### src/rtl/sad_window_fetch_ctrl_if.sv
`default_nettype none
// ============================================================================
//  Module      : sad_window_fetch_ctrl_if
//  Description : Pipeline-side and data-memory-side signal bundle of the SAD
//                window fetch sequencer. The master modport is the
//                sequencer; the slave modport is its environment (pipeline
//                control plus data memory).
//  Revision    : 1.0  initial release
// ============================================================================
interface sad_window_fetch_ctrl_if;
    // pipeline request side
    logic         Start;
    logic [31:0]  Base;
    logic [15:0]  Stride;
    logic         Flush;
    // data-memory read port
    logic         MemReq;
    logic [31:0]  MemAddr;
    logic         MemAck;
    logic [31:0]  MemReadData;
    // pipeline status / MEM-WB operand side
    logic         Stall;
    logic         Busy;
    logic         Done;
    logic [511:0] Window;

    modport master (
        input  Start, Base, Stride, Flush, MemAck, MemReadData,
        output MemReq, MemAddr, Stall, Busy, Done, Window
    );

    modport slave (
        output Start, Base, Stride, Flush, MemAck, MemReadData,
        input  MemReq, MemAddr, Stall, Busy, Done, Window
    );
endinterface
`default_nettype wire

### src/rtl/sad_window_fetch_ctrl.sv
`default_nettype none
// ============================================================================
//  Module      : sad_window_fetch_ctrl
//  Description : Gathers the 4x4 window of 32-bit operands for a SAD
//                instruction through a req/ack data-memory port, stalls the
//                pipeline while fetching and presents the assembled window
//                with a one-cycle Done pulse.
//  Revision    : 1.0  initial release
// ============================================================================
module sad_window_fetch_ctrl (
    input  logic                     Clk,
    input  logic                     Reset,
    sad_window_fetch_ctrl_if.master  bus
);

    localparam logic [1:0] S_IDLE  = 2'd0;
    localparam logic [1:0] S_FETCH = 2'd1;
    localparam logic [1:0] S_DONE  = 2'd2;

    logic [1:0]   state;
    logic [1:0]   row;
    logic [1:0]   col;
    logic [31:0]  row_base;
    logic [31:0]  addr;
    logic [15:0]  stride;
    logic [511:0] window;

    logic         idle_or_done;
    logic         start_ok;
    logic         ack_ok;
    logic         last_col;
    logic         last_word;
    logic [31:0]  base_aligned;
    logic [15:0]  stride_aligned;
    logic [31:0]  next_row_base;
    logic [3:0]   word_idx;

    assign idle_or_done   = (state == S_IDLE) || (state == S_DONE);
    // Flush outranks both a new Start and an arriving ack
    assign start_ok       = idle_or_done & bus.Start & ~bus.Flush;
    assign ack_ok         = (state == S_FETCH) & bus.MemAck & ~bus.Flush;
    assign last_col       = (col == 2'd3);
    assign last_word      = last_col && (row == 2'd3);
    assign base_aligned   = bus.Base & 32'hFFFF_FFFC;
    assign stride_aligned = bus.Stride & 16'hFFFC;
    assign next_row_base  = row_base + {16'd0, stride};
    assign word_idx       = {row, col};

    // Sequencer state: IDLE -> FETCH (16 accepted acks) -> DONE, Flush aborts
    always_ff @(posedge Clk or negedge Reset) begin
        if (!Reset) begin
            state <= S_IDLE;
        end else if (bus.Flush) begin
            state <= S_IDLE;
        end else begin
            case (state)
                S_IDLE, S_DONE: state <= bus.Start ? S_FETCH : S_IDLE;
                S_FETCH:        if (bus.MemAck && last_word) state <= S_DONE;
                default:        state <= S_IDLE;
            endcase
        end
    end

    // Address walk: addr always equals row_base + col*4, kept in its own
    // register so MemAddr has no combinational path from MemAck
    always_ff @(posedge Clk or negedge Reset) begin
        if (!Reset) begin
            row      <= 2'd0;
            col      <= 2'd0;
            row_base <= 32'd0;
            addr     <= 32'd0;
            stride   <= 16'd0;
        end else if (start_ok) begin
            row      <= 2'd0;
            col      <= 2'd0;
            row_base <= base_aligned;
            addr     <= base_aligned;
            stride   <= stride_aligned;
        end else if (ack_ok) begin
            if (last_col) begin
                col      <= 2'd0;
                row      <= row + 2'd1;
                row_base <= next_row_base;
                addr     <= next_row_base;
            end else begin
                col      <= col + 2'd1;
                addr     <= addr + 32'd4;
            end
        end
    end

    // Window storage: only accepted acks write; a new fetch does not clear it
    always_ff @(posedge Clk or negedge Reset) begin
        if (!Reset) begin
            window <= '0;
        end else if (ack_ok) begin
            window[{word_idx, 5'd0} +: 32] <= bus.MemReadData;
        end
    end

    assign bus.MemReq  = (state == S_FETCH);
    assign bus.MemAddr = addr;
    assign bus.Busy    = (state == S_FETCH);
    assign bus.Done    = (state == S_DONE);
    // Stall already in the Start cycle so the issuing stage freezes at once
    assign bus.Stall   = (state == S_FETCH) | start_ok;
    assign bus.Window  = window;

endmodule
`default_nettype wire

### src/flat_wrapper.sv
// flat-port wrapper written by rule: the top's interface ports become plain ports
module sad_window_fetch_ctrl_flat 
  (Clk, Reset, bus_Start, bus_Base, bus_Stride, bus_Flush, bus_MemAck, bus_MemReadData, bus_MemReq, bus_MemAddr, bus_Stall, bus_Busy, bus_Done, bus_Window);
  sad_window_fetch_ctrl_if bus_i ();
  input  logic Clk;
  input  logic Reset;
  input wire logic [$bits(bus_i.Start)-1:0] bus_Start;
  input wire logic [$bits(bus_i.Base)-1:0] bus_Base;
  input wire logic [$bits(bus_i.Stride)-1:0] bus_Stride;
  input wire logic [$bits(bus_i.Flush)-1:0] bus_Flush;
  input wire logic [$bits(bus_i.MemAck)-1:0] bus_MemAck;
  input wire logic [$bits(bus_i.MemReadData)-1:0] bus_MemReadData;
  output wire logic [$bits(bus_i.MemReq)-1:0] bus_MemReq;
  output wire logic [$bits(bus_i.MemAddr)-1:0] bus_MemAddr;
  output wire logic [$bits(bus_i.Stall)-1:0] bus_Stall;
  output wire logic [$bits(bus_i.Busy)-1:0] bus_Busy;
  output wire logic [$bits(bus_i.Done)-1:0] bus_Done;
  output wire logic [$bits(bus_i.Window)-1:0] bus_Window;
  assign bus_i.Start = bus_Start;
  assign bus_i.Base = bus_Base;
  assign bus_i.Stride = bus_Stride;
  assign bus_i.Flush = bus_Flush;
  assign bus_i.MemAck = bus_MemAck;
  assign bus_i.MemReadData = bus_MemReadData;
  assign bus_MemReq = bus_i.MemReq;
  assign bus_MemAddr = bus_i.MemAddr;
  assign bus_Stall = bus_i.Stall;
  assign bus_Busy = bus_i.Busy;
  assign bus_Done = bus_i.Done;
  assign bus_Window = bus_i.Window;
  sad_window_fetch_ctrl u_core (.Clk(Clk), .Reset(Reset), .bus(bus_i));
endmodule
### config.mk
export PLATFORM = sky130hd
export DESIGN_NAME = sad_window_fetch_ctrl_flat
export DESIGN_NICKNAME = d
export VERILOG_FILES = /design/src/rtl/sad_window_fetch_ctrl_if.sv /design/src/rtl/sad_window_fetch_ctrl.sv /design/src/flat_wrapper.sv
export SDC_FILE = /design/constraint.sdc
export NUM_CORES = 1
export LEC_CHECK = 0
export CAP_MARGIN = 25
export CORE_AREA = 2 2 246 248
export CTS_CLUSTER_DIAMETER = 80
export DETAILED_ROUTE_END_ITERATION = 6
export DIE_AREA = 0 0 248 250
export GPL_TIMING_DRIVEN = 0
export PLACE_DENSITY = 0.69
export SLEW_MARGIN = 20
export SYNTH_ARGS = -nofsm -noshare
export SYNTH_HDL_FRONTEND = slang
export SYNTH_SLANG_ARGS = --single-unit
### constraint.sdc
create_clock -name Clk -period 3.5 [get_ports Clk]
set_input_delay 0.875 -clock Clk [delete_from_list [all_inputs] [get_ports Clk]]
set_output_delay 0.875 -clock Clk [all_outputs]
set_load 0.03 [all_outputs]
Yosys cells after proc, flatten, opt, wreduce, memory -nomap -nowiden
Cells that the tools add are included.

Reduce and logical (&&, ||, !) cells: 8. Divide/modulo/power cells: 0. Add/subtract/negate cells: 5. Equal/unequal tests: 5. Shift operators: 2. Magnitude comparators: 0. Bitwise operators: 6. Muxes and demuxes: 17. Multiply operators: 0.

Operator list (number): bitwise mux 512 bit (1); variable shift 32 x 11 -> 512 bit (first input constant) (1); indexed part select 32 x 11 -> 512 bit (1); two-way mux 32 bit (6); adder 32 x 16 -> 32 bit (1); adder 32 x 3 -> 32 bit (second input constant) (1); two-way mux 2 bit (8); negation 9 -> 11 bit (1); == test 2 bit (second input constant) (3); adder 2 x 1 -> 2 bit (second input constant) (2); bitwise AND 1 bit (4); one-hot mux 2 bit (2 select lines) (1); nonzero test 2 bit (2); != test 3 x 2 -> 1 bit (second input constant) (1); == test 2 x 1 -> 1 bit (second input constant) (1); logical AND 1 bit (2); zero test 2 bit (1); AND reduction 2 bit (1); OR reduction 2 bit (1); logical OR 1 bit (1); two-way mux 1 bit (1); inverter 1 bit (1); bitwise OR 1 bit (1).

Latch bits: 0. Memory bits (read-only): 0. Register bits: 596. Bits in writable memories: 0. Input port bits: 85. Memories: 0. Output and inout bits: 548.

Logic depth before layout (Yosys ltp)
Gate-level depths: netlist of the first run.

Word-level depth: 6. Mapped depth: 10. Gate-level depth less buffers: 9.

Worst setup path after synthesis of the first run
Ideal clock, no wire load.

Kind: input -> output. Start point: input port bus_Flush. End point: output port bus_Stall. Stages on the path: 6. Setup slack: 0.336 ns. Path buffers: 4. Arrival time: 2.289 ns. Path through: clkbuf_1 or2_1 clkbuf_1 clkbuf_1 buf_1 nand2_1.

Longest elaborated chain between the ends: 3.

Ends and longest elaborated chain: from (decl) (line flat_wrapper.sv:10) `input wire logic [$bits(bus_i.Flush)-1:0] bus_Flush;`; inverter 1 bit (line sad_window_fetch_ctrl.sv:40) `assign start_ok = idle_or_done & bus.Start & ~bus.Flush;`; bitwise AND 1 bit (line sad_window_fetch_ctrl.sv:40); bitwise OR 1 bit (line sad_window_fetch_ctrl.sv:106) `assign bus.Stall = (state == S_FETCH) | start_ok;`; to (decl) (line flat_wrapper.sv:15) `output wire logic [$bits(bus_i.Stall)-1:0] bus_Stall;`.

No other way between the ends.

Final worst setup path of the first run
Start point: input port bus_Start. End point: output port bus_Stall.

Longest elaborated chain between the ends: 3.

Ends and longest elaborated chain: from (decl) (line flat_wrapper.sv:7) `input wire logic [$bits(bus_i.Start)-1:0] bus_Start;`; bitwise AND 1 bit (2 in series) (line sad_window_fetch_ctrl.sv:40); bitwise OR 1 bit (line sad_window_fetch_ctrl.sv:106).

No other way between the ends.

==> qor.yml, run 1 <==
grt-ovfl-total: 0
fin_hold_ws_ps: 36.9
final_cell_area_um2: 33700
outcome: "finished, violations left"
worst-setup-path-type: "in2out"
cts-root-buf: "clkbuf_16"
postSynthCellCount: 2153
yosysWarnings: 0
internal-power_mw: 13.2
violations: "design-rule violations"
yosysSeqAreaShare: 0.614
syn-cell-area_um2: 24200
worstReg2RegEnd: "u_core.bus.Window[400]$_DFFE_PN0P_"
cts_buffers: 68
synth_common_cells: "dfrtp_1 (593), nand2_1 (442), o21ai_1 (276)"
ys_ff_latch: 593
crit_path_start_kind: "input pin"
grt_pass1_wl_um: 134000
worst_slew_pin_slew_ps: 1130
clk_latency_ps: 600
cts_num_sinks: 593
hp-class: "in2async"
seqPwrFrac: 0.411
routedWlPerCell_um: 25.5
core_um2: 59600
placed_area_um2: 31300
htreeDepth: 3
crit_arrival_ps: 2590
power.density_nw_per_um2: 558
yosys.area.top_type: "dfrtp_1"
drtAntennaViolNets: 0
ys.flop_type: "dfrtp_1"
cts.path.max_buffers: 3
synth_edf_count: 0
combPwrFrac: 0.193
yosysMostFrequentCell: "dfrtp_1"
max_freq_mhz: 289
ys_types: 70
die_h_um: 250
reg2reg_depth: 6
dp_hpwl_um: 69500
gp_congestion: 0.929
worst_ep_required_time_ps: 2620
skew_ps: 25.2
p_clk_frac: 0.395
hold_violations: 0
synth_area_leaders: "dfrtp_1 (61%), mux2_1 (11%), nand2_1 (6.9%)"
grt_use_total: 0.295
p_leak_nw: 15.0
p_switching_mw: 5.59
slew_viol_final: 0
swShare: 0.297
port_buffers: 596
first_pass_iters: 7
die_x_um: 248
vdd_drop_max_uv: 491
max_cap_violations: 0
cts_setup_buffers: 0
routed_wirelength_um: 93400
start_util: 0.406
die_area_um2: 62000
synth_nets: 2260
grt_max_degree: 105
layout-drive-gt1-share: 0.0626
clk_pin_slew_ps: 50
drt_iter0_drc: 1505
cts_tree: "yes"
final.setup.tns_ps: 0
period_needed_ps: 3460
ys_async_sr_fraction: 1.00
min_period_over_period: 0.989
end_kind: "output port"
rows: 90
relSlewSlack: 0.247
preCtsSetupSlack_ps: -1510
reg2reg_slack_ps: 380
ios: 633
finalSetupViolCount: 0
worst_slack_ps: 37.8
antenna_found_initial: 5
nNetsFinal: 2934
num_vias: 20100
synthDominantCellAreaShare: 0.614
rsz0062_at_grt: "no"
p_total_mw: 18.8
vias_per_cell: 5.48
r2r_start: "u_core.col[0]$_DFFE_PN0P_"
synth.avg_cell_area_um2: 11.2
area_delta_synth_final_pct: 39.4
drc_errors: 3
grt_pass1_vias: 20000
path_max_fanout: 10
## cell usage in the layout (no fill, tap or decap), types with 5 or more instances in the layout
cell / count
a21oi_1: 46
o21ai_0: 36
buf_2: 23
clkdlybuf4s50_1: 594
o21ai_1: 276
nor3_1: 21
a211oi_1: 10
buf_1: 38
and3_1: 14
xnor2_1: 24
nand3_1: 21
clkbuf_8: 12
xor2_1: 17
and4_1: 5
clkinv_2: 11
dfrtp_1: 593
bufinv_16: 8
and2_1: 6
nand4_1: 5
a31oi_1: 11
a221oi_1: 6
ha_1: 21
o22ai_1: 16
a21o_1: 7
clkbuf_16: 69
inv_1: 6
mux2_2: 12
a311oi_1: 7
mux2_1: 244
buf_16: 6
o21a_1: 5
clkbuf_1: 92
nor2_1: 76
nor2_2: 5
nand2_1: 442
## metrics by stage
stage / instances / utilization
floorplan: 2153 / -
global placement: 3531 / 0.522
detailed placement: 3540 / 0.526
CTS: 3658 / 0.565
global route: 3659 / 0.566
finish: 3662 / 0.566
## kinds of logic (layout without fill, tap and decap cells)
| kind of cell | count (synthesis) | after routing | synth area share |
|---|---|---|---|
| muxes | 258 | 258 | 0.120 |
| and+or+nand+nor | 627 | 628 | 0.108 |
| AOI/OAI and AO/OA | 453 | 453 | 0.105 |
| xor gates and xnor gates | 41 | 41 | 0.0149 |
| other | 0 | 3 | 0 |
| DFF | 593 | 593 | 0.614 |
| adders and majority gates | 22 | 22 | 0.0117 |
| buffers and inverters | 159 | 882 | 0.0267 |
## final cells by class
cell class                 instances  area (µm²)
timing repair buffer             605        6170
inverter                           9        33.8
buffer                           148         608
sequential                       593       14800
tap                              782         978
clock buffer                      92        1930
antenna                            3        7.51
fill                            4960       25900
clock inverter                    28         402
multi-input combinational       1402        8740
## state kept, by name, indices dropped and copies added (netlist names)
signal	flops
u_core.state	2
u_core.bus.Window	512
u_core.row_base	30
u_core.row	2
u_core.col	2
u_core.stride	14
u_core.bus.MemAddr	31
## what timing repair did
action | 4_1_cts | 5_1_grt
hold buffers | 0 | 0
gates cloned | 0 | 1
resized for setup | 8 | 6
setup endpoints to repair | 17 | 65
endpoints found under the hold margin | 0 | 0
## how the worst max path moves through the flow
stage | startpoint | endpoint | depth (start not counted)
after floorplan | bus_Flush | bus_Stall | 6
after global placement | Reset | u_core.bus.Window[191]$_DFFE_PN0P_ | 1
after detailed placement | bus_Start | bus_Stall | 8
after CTS | bus_Start | bus_Stall | 6
after global routing | bus_Start | bus_Stall | 6
final | bus_Start | bus_Stall | 6
## metal layers
layer  global-route usage  routed length [µm]  vias to the layer above
li1                     -                   -                     8787
met1                0.360               35600                    10200
met2                0.484               45000                      896
met3               0.0732                7930                      229
met4                0.146                4890                        2
met5                    0                   2                        -
## power by group through the flow
stage / combinational, mW / sequential [mW] / clock [mW]
6_report: 3.63 / 7.74 / 7.44
5_1_grt: 3.86 / 7.78 / 7.82
4_1_cts: 3.62 / 7.72 / 7.52
3_5_place_dp: 3.60 / 7.84 / 0
3_3_place_gp: 3.51 / 7.83 / 0
2_1_floorplan: 1.42 / 8.43 / 0
## worst max-delay path: stages
cell and delay (ps):
clkdlybuf4s50_1 600, nand2b_4 110, or2_4 320, buf_4 220
nand2_1 140, clkdlybuf4s15_2 320
(Power assumes the default switching activity.)
==> run 2, diff against run 1 <==
- CORE_AREA: 2 2 246 248 -> 2 2 244 246
- DIE_AREA: 0 0 248 250 -> 0 0 246 248
- DONT_BUFFER_PORTS: not set -> 1
- GPL_TIMING_DRIVEN: 0 -> not set
- PLACE_DENSITY: 0.69 -> not set
==> qor.yml, run 2 (synthesis gave the netlist of run 1 again) <==
cts_num_sinks: 593  # unchanged
die_h_um: 248  # was 250 µm
cts_buffers: 66  # was 68
worst-setup-path-type: "reg2out"  # was in2out
die_area_um2: 61000  # was 62000 µm²
drc_errors: 4  # was 3
routedWlPerCell_um: 26.5  # was 25.5 µm
first_pass_iters: 7  # unchanged
path_max_fanout: 11  # was 10
grt_pass1_wl_um: 112000  # was 134000 µm
vias_per_cell: 5.72  # was 5.48
routed.top_layer: "met4"  # was met5
clk_latency_ps: 610  # was 600 ps
n_antenna_cell: 0  # was 3
slowest_delay_ps: 430  # was 600 ps
nNetsFinal: 2220  # was 2934
drt_iter0_drc: 1137  # was 1505
area_delta_synth_final_pct: 12.8  # was 39.4%
power.density_nw_per_um2: 635  # was 558 nW/µm²
reg2reg_slack_ps: 690  # was 380 ps
largest_reg_flops: 512  # unchanged
cts-root-buf: "clkbuf_16"  # unchanged
fin_util: 0.466  # was 0.566
fin_hold_ws_ps: 52.5  # was 36.9 ps
grt_max_degree: 594  # was 105
crit_path_top_delay_cell: "or2_2"  # was clkdlybuf4s50_1
grt-ovfl-total: 0  # unchanged
port_buffers: 0  # was 596
critPathBufInv: 0  # was 3
preCtsSetupSlack_ps: 673  # was -1510 ps
end_kind: "output port"  # unchanged
routed-wl-met2_um: 37700  # was 45000 µm
ios: 633  # unchanged
crit_arrival_ps: 2040  # was 2590 ps
hp-class: "in2async"  # unchanged
num-fill-cells: 5221  # was 4960
p_leak_nw: 12.7  # was 15.0 nW
grt_pass1_vias: 16400  # was 20000
multiInputGateArea_um2: 8800  # was 8740 µm²
worst_slack_ps: 590  # was 37.8 ps
cts_tree: "yes"  # unchanged
antenna_found_initial: 4  # was 5
cp_cell_sequence: "nand2b_1, or2_2, nand2_1"  # was clkdlybuf4s50_1, nand2b_4, or2_4, buf_4, nand2_1, clkdlybuf4s15_2
max_cap_violations: 0  # unchanged
violations: "design-rule violations, max-slew violations"  # was design-rule violations
core_um2: 58500  # was 59600 µm²
placed_area_um2: 25000  # was 31300 µm²
rsz0062_at_grt: "no"  # unchanged
num_vias: 16800  # was 20100
dp_hpwl_um: 54200  # was 69500 µm
drtAntennaViolNets: 0  # unchanged
regArea_um2: 14800  # unchanged
dr_wl_met3_um: 6920  # was 7930 µm
worst_ep_required_time_ps: 2620  # about the same
gp_congestion: 0.911  # was 0.929
critPathTopFamily: "simple AND/OR/NAND/NOR gates"  # was buffers and inverters
htreeDepth: 3  # unchanged
min_period_over_period: 0.832  # was 0.989
max_freq_mhz: 344  # was 289 MHz
clk_pin_slew_ps: 60  # was 50 ps
finalSetupViolCount: 0  # unchanged
final_cell_mix: "dfrtp_1 (593), nand2_1 (434), o21ai_1 (276)"  # was clkdlybuf4s50_1 (594), dfrtp_1 (593), nand2_1 (442)
vdd_drop_max_uv: 455  # was 491 µV
outcome: "finished, violations left"  # unchanged
wl_met1_um: 29700  # was 35600 µm
layout-drive-gt1-share: 0.0843  # was 0.0626
start_util: 0.414  # was 0.406
rows: 89  # was 90
worst_slew_pin_slew_ps: 2770  # was 1130 ps
die_x_um: 246  # was 248 µm
relSlewSlack: -0.844  # was 0.247
hold_violations: 0  # unchanged
cts.path.max_buffers: 3  # unchanged
crit_path_start_kind: "register"  # was input pin
grt_use_total: 0.248  # was 0.295
period_needed_ps: 2910  # was 3460 ps
cts_setup_buffers: 0  # unchanged
final_cell_area_um2: 27300  # was 33700 µm²
routed_wirelength_um: 77600  # was 93400 µm
final_common_cell: "dfrtp_1"  # was clkdlybuf4s50_1
skew_ps: 27.1  # was 25.2 ps
final.setup.tns_ps: 0  # unchanged
slew_viol_final: 333  # was 0
cts_resized: 0  # was 8
run 2: metal layers:
layer,global-route usage,up-vias
li1,-,7351
met3,0.0797,179
met4,0.103,0
met2,0.409,674
met1,0.299,8563
met5,0,-
run 2: path summary, 6_finish.rpt:
kind                                               from                                 end  cells past startpoint
setup / recovery            u_core.state[0]$_DFFE_PN0P_                           bus_Stall                      3
hold / removal                                    Reset  u_core.bus.Window[286]$_DFFE_PN0P_                      0
setup reg to reg           u_core.stride[2]$_DFFE_PN0P_     u_core.row_base[18]$_DFFE_PN0P_                      9
hold reg to reg            u_core.stride[4]$_DFFE_PN0P_        u_core.stride[4]$_DFFE_PN0P_                      2
max in group asynchronous                         Reset  u_core.bus.Window[375]$_DFFE_PN0P_                      0
min in group Clk                              bus_Flush         u_core.state[1]$_DFFE_PN0P_                      1
run 2: layout make-up:
class,instances,share of cell area
Clock buffer,96,0.0710
Sequential cell,593,0.544
Tap cell,773,0.0355
Multi-Input combinational cell,1401,0.323
Inverter,9,0.00124
Timing Repair Buffer,42,0.0160
Clock inverter,17,0.00959
run 2: power by group:
part | total [mW] | internal, mW | leakage, nW | switching (mW)
Sequential | 8.50 | 7.33 | 8.04 | 1.17
Clock | 6.98 | 4.10 | 1.08 | 2.88
Combinational | 1.83 | 0.761 | 3.55 | 1.07
run 2: per-stage QoR:
step           power, mW  instances
3_5_place_dp        10.4       2816
5_1_grt             18.0       2931
2_1_floorplan       9.85       2153
3_3_place_gp        10.3       2816
6_report            17.3       2931
4_1_cts             17.4       2929
